[src/rtl/mult_div_ctrl_pkg.sv]
// Shared definitions for the HI/LO multiply/divide sequencer:
// EX funct encodings and controller state type.
package mult_div_ctrl_pkg;

    localparam logic [5:0] FUNCT_MULT  = 6'b011000;
    localparam logic [5:0] FUNCT_MULTU = 6'b011001;
    localparam logic [5:0] FUNCT_DIV   = 6'b011010;
    localparam logic [5:0] FUNCT_DIVU  = 6'b011011;

    typedef enum logic [2:0] {
        S_IDLE,
        S_MUL,
        S_DIV,
        S_FIX,
        S_DONE
    } md_state_e;

    function automatic logic is_md_funct(input logic [5:0] f);
        return (f == FUNCT_MULT) || (f == FUNCT_MULTU) ||
               (f == FUNCT_DIV)  || (f == FUNCT_DIVU);
    endfunction

endpackage

[src/rtl/div_iter_core.sv]
// Restoring divider datapath: one quotient bit per step on unsigned
// magnitudes; remainder stays below the divisor so W bits hold it.
module div_iter_core #(
    parameter int W = 32
) (
    input  logic         clk,
    input  logic         rst,
    input  logic         load,
    input  logic         step,
    input  logic [W-1:0] dividend,
    input  logic [W-1:0] divisor,
    output logic [W-1:0] quotient,
    output logic [W-1:0] remainder
);

    logic [W-1:0] rem_q;
    logic [W-1:0] quot_q;
    logic [W-1:0] dsor_q;
    logic [W:0]   shifted;
    logic [W:0]   trial;

    assign shifted = {rem_q, quot_q[W-1]};
    assign trial   = shifted - {1'b0, dsor_q};

    always_ff @(posedge clk) begin
        if (rst) begin
            rem_q  <= '0;
            quot_q <= '0;
            dsor_q <= '0;
        end else if (load) begin
            rem_q  <= '0;
            quot_q <= dividend;
            dsor_q <= divisor;
        end else if (step) begin
            // Keep the trial difference only when it did not borrow
            if (!trial[W]) begin
                rem_q  <= trial[W-1:0];
                quot_q <= {quot_q[W-2:0], 1'b1};
            end else begin
                rem_q  <= shifted[W-1:0];
                quot_q <= {quot_q[W-2:0], 1'b0};
            end
        end
    end

    assign quotient  = quot_q;
    assign remainder = rem_q;

endmodule

[src/rtl/mult_div_ctrl.sv]
// Multi-cycle HI/LO sequencer: decodes MULT/MULTU/DIV/DIVU, runs the
// multiplier or divider, and holds {hi,lo} with done until EX consumes it.
module mult_div_ctrl
    import mult_div_ctrl_pkg::*;
#(
    parameter int MULT_LATENCY = 2,
    parameter int DATA_WIDTH   = 32
) (
    input  logic                    clk,
    input  logic                    rst,
    input  logic [5:0]              funct,
    input  logic [DATA_WIDTH-1:0]   operand_1,
    input  logic [DATA_WIDTH-1:0]   operand_2,
    input  logic                    flush,
    input  logic                    stall_ex,
    output logic                    mult_div_done,
    output logic [2*DATA_WIDTH-1:0] mult_div_result,
    output logic                    busy
);

    localparam int W       = DATA_WIDTH;
    localparam int CNT_MAX = (W > MULT_LATENCY) ? W : MULT_LATENCY;
    localparam int CNT_W   = $clog2(CNT_MAX);

    md_state_e          state, state_n;
    logic [CNT_W-1:0]   cnt_q;
    logic [W-1:0]       a_q, b_q;
    logic               sgn_q;
    logic               div0_q;
    logic               done_q;
    logic [2*W-1:0]     result_q;

    logic               start;
    logic               op_div;
    logic               op_sgn;
    logic [W-1:0]       a_abs, b_abs;
    logic [W-1:0]       quot, rem;
    logic [W-1:0]       quot_s, rem_s;
    logic [2*W-1:0]     a_ext, b_ext, prod;
    logic [2*W-1:0]     fix_val;

    assign start  = is_md_funct(funct) && !flush;
    assign op_div = (funct == FUNCT_DIV) || (funct == FUNCT_DIVU);
    assign op_sgn = (funct == FUNCT_DIV) || (funct == FUNCT_MULT);
    assign a_abs  = (op_sgn && operand_1[W-1]) ? -operand_1 : operand_1;
    assign b_abs  = (op_sgn && operand_2[W-1]) ? -operand_2 : operand_2;

    div_iter_core #(.W(W)) u_div (
        .clk       (clk),
        .rst       (rst),
        .load      (state == S_IDLE && start && op_div),
        .step      (state == S_DIV),
        .dividend  (a_abs),
        .divisor   (b_abs),
        .quotient  (quot),
        .remainder (rem)
    );

    // Extending to full product width keeps the multiply modular and exact
    assign a_ext = {{W{sgn_q & a_q[W-1]}}, a_q};
    assign b_ext = {{W{sgn_q & b_q[W-1]}}, b_q};
    assign prod  = a_ext * b_ext;

    assign quot_s  = (sgn_q && (a_q[W-1] ^ b_q[W-1])) ? -quot : quot;
    assign rem_s   = (sgn_q && a_q[W-1]) ? -rem : rem;
    assign fix_val = div0_q ? {a_q, {W{1'b1}}} : {rem_s, quot_s};

    always_comb begin
        state_n = state;
        unique case (state)
            S_IDLE: begin
                if (start) begin
                    if (!op_div)
                        state_n = S_MUL;
                    else if (operand_2 == '0)
                        state_n = S_FIX;
                    else
                        state_n = S_DIV;
                end
            end
            S_MUL:  if (cnt_q == '0) state_n = S_DONE;
            S_DIV:  if (cnt_q == '0) state_n = S_FIX;
            S_FIX:  state_n = S_DONE;
            S_DONE: if (!stall_ex) state_n = S_IDLE;
            default: state_n = S_IDLE;
        endcase
        if (flush)
            state_n = S_IDLE;
    end

    always_ff @(posedge clk) begin
        if (rst)
            state <= S_IDLE;
        else
            state <= state_n;
    end

    always_ff @(posedge clk) begin
        if (rst) begin
            cnt_q    <= '0;
            a_q      <= '0;
            b_q      <= '0;
            sgn_q    <= 1'b0;
            div0_q   <= 1'b0;
            done_q   <= 1'b0;
            result_q <= '0;
        end else begin
            done_q <= (state_n == S_DONE);
            if (state == S_IDLE && start) begin
                a_q    <= operand_1;
                b_q    <= operand_2;
                sgn_q  <= op_sgn;
                div0_q <= op_div && (operand_2 == '0);
                cnt_q  <= op_div ? CNT_W'(W - 1) : CNT_W'(MULT_LATENCY - 1);
            end else if ((state == S_MUL || state == S_DIV) && cnt_q != '0) begin
                cnt_q <= cnt_q - 1'b1;
            end
            if (state_n == S_DONE && state != S_DONE)
                result_q <= (state == S_MUL) ? prod : fix_val;
        end
    end

    assign mult_div_done   = done_q;
    assign mult_div_result = result_q;
    assign busy            = (state != S_IDLE);

endmodule

[config.mk]
export PLATFORM = sky130hd
export DESIGN_NAME = mult_div_ctrl
export DESIGN_NICKNAME = d
export VERILOG_FILES = /design/src/rtl/mult_div_ctrl_pkg.sv /design/src/rtl/div_iter_core.sv /design/src/rtl/mult_div_ctrl.sv
export SDC_FILE = /design/constraint.sdc
export NUM_CORES = 2
export LEC_CHECK = 0
export ABC_AREA = 1
export CAP_MARGIN = 20
export CORE_ASPECT_RATIO = 1.2
export CORE_MARGIN = 10
export CORE_UTILIZATION = 60
export DETAILED_ROUTE_END_ITERATION = 8
export PLACE_DENSITY = 0.78
export SYNTH_ARGS = -nofsm -noshare
export SYNTH_HDL_FRONTEND = slang
export SYNTH_HIERARCHICAL = 1
export SYNTH_SLANG_ARGS = --single-unit
[constraint.sdc]
create_clock -name clk -period 7.9 [get_ports clk]
set_input_delay 1.185 -clock clk [delete_from_list [all_inputs] [get_ports clk]]
set_output_delay 1.185 -clock clk [all_outputs]
set_load 0.02 [all_outputs]
### Word level (Yosys, flattened, before mapping)

Index checks and enable logic that the tools add are counted.

| word-level totals | value |
|---|---|
| bits of input ports | 74 |
| flip-flop bits (word level) | 235 |
| output and inout port bits | 66 |

| cells by class | value |
|---|---|
| multiply operators | 1 |
| add/sub/neg operators | 6 |
| multiplexer cells | 21 |
| bitwise operators | 3 |
| reduce and logical (&&, ||, !) cells | 25 |
| equal/unequal tests | 10 |

Operators by type and width:

| kind | count |
|---|---|
| $mux 32 | 7 |
| $mux 64 | 2 |
| $neg 32->32 | 4 |
| $mul 33x33->64 | 1 |
| $sub 33x32->33 | 1 |
| $logic_not 32->1 | 1 |
| $eq 6x5->1 const B | 4 |
| $mux 3 | 5 |
| $mux 5 | 3 |
| $pmux 3 s5 | 1 |
| $logic_and 1x1->1 | 10 |
| $eq 3x2->1 const B | 2 |
| $eq 3x3->1 const B | 2 |
| $logic_or 1x1->1 | 6 |
| $logic_not 5->1 | 1 |
| $reduce_bool 5->1 | 1 |
| $sub 5x1->5 const B | 1 |
| $reduce_bool 2->1 | 2 |
| $eq 3x1->1 const B | 1 |
| $logic_not 3->1 | 1 |
| $ne 3x3->1 const B | 1 |
| $reduce_bool 3->1 | 1 |
| $and 1x1->1 | 2 |
| $mux 1 | 2 |
| 4 further kinds | 4 |

### Depth between registers and ports, before layout

| logic depth | value |
|---|---|
| depth in word-level cells | 10 |
| mapped depth | 36 |
| mapped depth without buffers | 33 |

### By module

Netlist, hierarchy kept.

Modules (own cells, without submodules):

| module | sequential area each (sq um) | area an instance (sq um) | instances | cells each |
|---|---|---|---|---|
| mult_div_ctrl | 2782.7 | 49804.0 | 1 | 6692 |
| div_iter_core | 1921.8 | 6831.6 | 1 | 1160 |

### Worst setup path after synthesis

No wires, ideal clock.

| timing | value |
|---|---|
| kind | register -> register |
| start | register a_q[31] |
| end | register result_q[61], in the netlist mult_div_result[61] |
| required time | 7.782 ns |
| stages on the path, launching flop included | 33 |
| setup time | 0.118 ns |
| arrival | 7.591 ns |
| period minus slack after synthesis | 7.709 ns |
| slack | 0.191 ns |
| buffers on the path | 4 |
| cells stage by stage | dfxtp_1 buf_2 nand2_2 buf_2 buf_2 buf_1 nor2_1 fa_1 inv_1 fa_1 inv_1 fa_1 inv_1 fa_1 fa_1 inv_1 fa_1 inv_1 fa_1 fa_1 inv_1 ha_1 nand2_1 nor2_1 inv_1 nor2_1 nand2_1 nor3_1 nand2_1 nand3_1 nand2_1 nand3_1 a21oi_1 |

| between the ends | value |
|---|---|
| longest elaborated chain between the ends | 4 |

RTL lines:

| what | line | text |
|---|---|---|
| start: declaration | mult_div_ctrl.sv:27 | `logic [W-1:0] a_q, b_q;` |
| start signal: assignment | mult_div_ctrl.sv:110 | `a_q <= operand_1;` |
| branches (longest 3 deep; another with $mul 33x33->64) | -- |  |
| $mux 64 * | mult_div_ctrl.sv:119 | `result_q <= (state == S_MUL) ? prod : fix_val;` |
| end signal: assignment | mult_div_ctrl.sv:119 |  |
| end: declaration | mult_div_ctrl.sv:31 | `logic [2*W-1:0] result_q;` |

Mark *: on every way between the ends.
A chain may end at the register's enable or synchronous reset.

### Worst setup path in the final report

| timing | value |
|---|---|
| start | register a_q[9] |
| end | register result_q[31], in the netlist mult_div_result[31] |

| between the ends | value |
|---|---|
| longest elaborated chain between the ends | 2 |

RTL lines:

| what | line | text |
|---|---|---|
| $mul 33x33->64 | mult_div_ctrl.sv:62 | `assign prod = a_ext * b_ext;` |
| $mux 64 | mult_div_ctrl.sv:119 |  |

Every way passes these cells.

==> results_dict.tcl <==
set metrics [dict create \
    cts.htree.levels 1 \
    cts_root_buffer "clkbuf_16" \
    fill_cells 8216 \
    outcome "finished, final reports clean" \
    fmax_mhz 130 \
    fin_nets 9297 \
    clkSinkCount 235 \
    antenna_found_initial 7 \
    fin_crit_ns 7.66 \
    dpl_worst_slack_ns 0.143 \
    slowest_stage "dfxtp_1" \
    synth_edf_count 0 \
    rows 123 \
    layout.cells.non_filler 9118 \
    slew_headroom_pct 24.9 \
    clkTransAtPathRegs_ns 0.07 \
    p_leak_nw 33.6 \
    io_pins 140 \
    critPathMaxFanout 11 \
    io_buffers 139 \
    cts_tree "built" \
    async_flop_share_pct 0 \
    place_hpwl_um 157000 \
    skew_ns 0.0353 \
    synthFlopType "dfxtp_1" \
    maxCapViolations 0 \
    register_area_sq_um 4710 \
    vias 50030 \
    place.gp.congestion 1.04 \
    gr-total-overflow 0 \
    dieArea_sq_um 107000 \
    start_kind "register" \
    postSynthCellCount 7852 \
    hold_class "register to register" \
    cts_hold_buffers 0 \
    drive_gt1_share_pct 4.87 \
    synth_nets 9303 \
    initial_core_util_pct 60.4 \
    fin_ws_ns 0.237 \
    final_common_cell "nand2_1" \
    grt_pass1_vias 52456 \
    drtPass1Iterations 6 \
    final_area_sq_um 61000 \
    dp_cells 9062 \
    syn_area_per_cell_sq_um 7.21 \
    cts_buffers 26 \
    die_h_um 357 \
    synth_warnings 6 \
    power_density_nw_per_um2 53.4 \
    period_share_pct 97.0 \
    finalSetupViolCount 0 \
    cpPeakStageDelay_ns 0.73 \
    rsz0062_at_grt "true" \
    crit_arrival_ns 8.19 \
    wire_per_inst_um 20.6 \
    grt_max_degree 84 \
    via_per_inst 5.49 \
    coreArea_sq_um 93700 \
    grt_pass1_wl_um 295000 \
    tightestPinTransition_ns 1.13 \
    hold_viol_final 0 \
    fp.dieW_um 300 \
    syn-cell-area_sq_um 56600 \
    area_delta_synth_final_pct 7.78 \
    ant_nets 0 \
    final_cell_mix "2113 x nand2_1, 2095 x inv_1, 1126 x fa_1, 376 x nor2_1, 293 x a21oi_1" \
    cp-end-kind "register" \
    multi_input_area_sq_um 42500 \
    cpMostUsedCell "fa_1" \
    synth.distinct_cells 61 \
    critPathKind "register to register" \
    dpl_cell_area_sq_um 60000 \
    clock_latency_ns 0.60 \
    cts_buffer_depth 3 \
    drc 0 \
    peakVddDrop_uv 186 \
    cp.required_ns 8.42 \
    drt_wl_total_um 188000 \
    slew_violations 0 \
    synth_seq_cells 235 \
    first_iter_violations 4196 \
    gr-usage-all-layers_pct 35.6 \
    ys_seq_area_share_pct 8.31 \
    utilization_pct 65.1 \
]
registers in the layout, summed over array words and instances (netlist names):
| signal | count |
|---|---|
| mult_div_result | 64 |
| a_q | 32 |
| b_q | 32 |
| u_div/dsor_q | 32 |
| u_div/quotient | 32 |
| u_div/remainder | 32 |
| cnt_q | 5 |
| state | 3 |
| div0_q | 1 |
| mult_div_done | 1 |
| sgn_q | 1 |
path summary, 6_finish.rpt:
| path | start | end | slack [ns] | cells after the start |
|---|---|---|---|---|
| worst max-delay path | a_q[9] | mult_div_result[31] | 0.24 | 28 |
| worst min-delay path | u_div/dsor_q[31] | u_div/dsor_q[31] | 0.46 | 2 |
| worst max register to register | a_q[9] | mult_div_result[31] | 0.24 | 28 |
| worst min register to register | u_div/dsor_q[31] | u_div/dsor_q[31] | 0.46 | 2 |
through the flow:
| step | hold slack, ns | power, mW | TNS [ns] |
|---|---|---|---|
| floorplan | 0.434 | 1.67 | 0 |
| global placement | 0.446 | 1.91 | 0 |
| detailed placement | 0.452 | 1.92 | 0 |
| CTS | 0.462 | 3.25 | 0 |
| global route | 0.486 | 3.37 | -0.0111 |
| finish | 0.464 | 3.26 | 0 |
metal layers:
metal | global-route usage (%) | routed length [um] | up-vias
li1 | - | - | 22629
met1 | 43.8 | 70300 | 24450
met2 | 60.0 | 90000 | 2321
met3 | 5.95 | 16100 | 628
met4 | 18.3 | 11100 | 2
met5 | 0 | 13 | -
cell families after synthesis:
group | after synthesis | synth area share [%]
simple gates | 2934 | 21.0
buf+inv | 2492 | 16.7
fa+ha+maj | 1377 | 45.3
compound gates | 693 | 6.72
flops | 235 | 8.31
xor+xnor | 121 | 1.87
cell type report:
type                       instances  share of cell area [%]
antenna                            2                 0.00820
clock buffer                      33                    1.23
clock inverter                    15                   0.258
inverter                        2119                    13.1
multi-input combinational       5125                    69.6
sequential                       235                    7.72
tap                             1250                    2.56
timing repair buffer             339                    5.54
where the power goes:
group / internal [mW] / switching [mW] / leakage [nW] / total [mW]
combinational: 0.221 / 0.473 / 31.3 / 0.693
sequential: 1.20 / 0.0271 / 1.90 / 1.22
clock: 0.743 / 0.600 / 0.436 / 1.34
Yosys cell counts, drive strengths merged (4+ instances only):
cell,n,area (sq um)
a22oi,14,105
o21bai,17,128
ha,251,3140
nor4,6,67.6
a21oi,303,1550
and2,9,56.3
nand4,46,294
nand3,250,1300
inv,2115,7940
clkbuf,317,1190
xor2,87,762
fa,1126,22500
nor2,403,1580
dfxtp,235,4700
nand3b,12,90.1
xnor2,34,298
clkinv,4,15.0
o21a,17,128
nand2,2139,8100
o21ai,285,1450
o31ai,6,58.8
buf,56,317
nor3,45,272
o221ai,9,78.8
or2,19,119
o211ai,16,120
a31oi,8,50.1
o22ai,5,31.3
critical path: cells and delay by family (launching register included):
kind                     cells  cell delay (ns)
adder cells (fa/ha/maj)      9             4.34
AND/OR/NAND/NOR             10             1.43
buffers and inverters        8             0.85
flip-flops                   1             0.73
XOR/XNOR                     1             0.25
what timing repair did:
item,4_1_cts,5_1_grt
buffers inserted,0,4
setup endpoints to repair,0,18
gates resized for setup,0,22
Power figures use the tool's default switching activity.
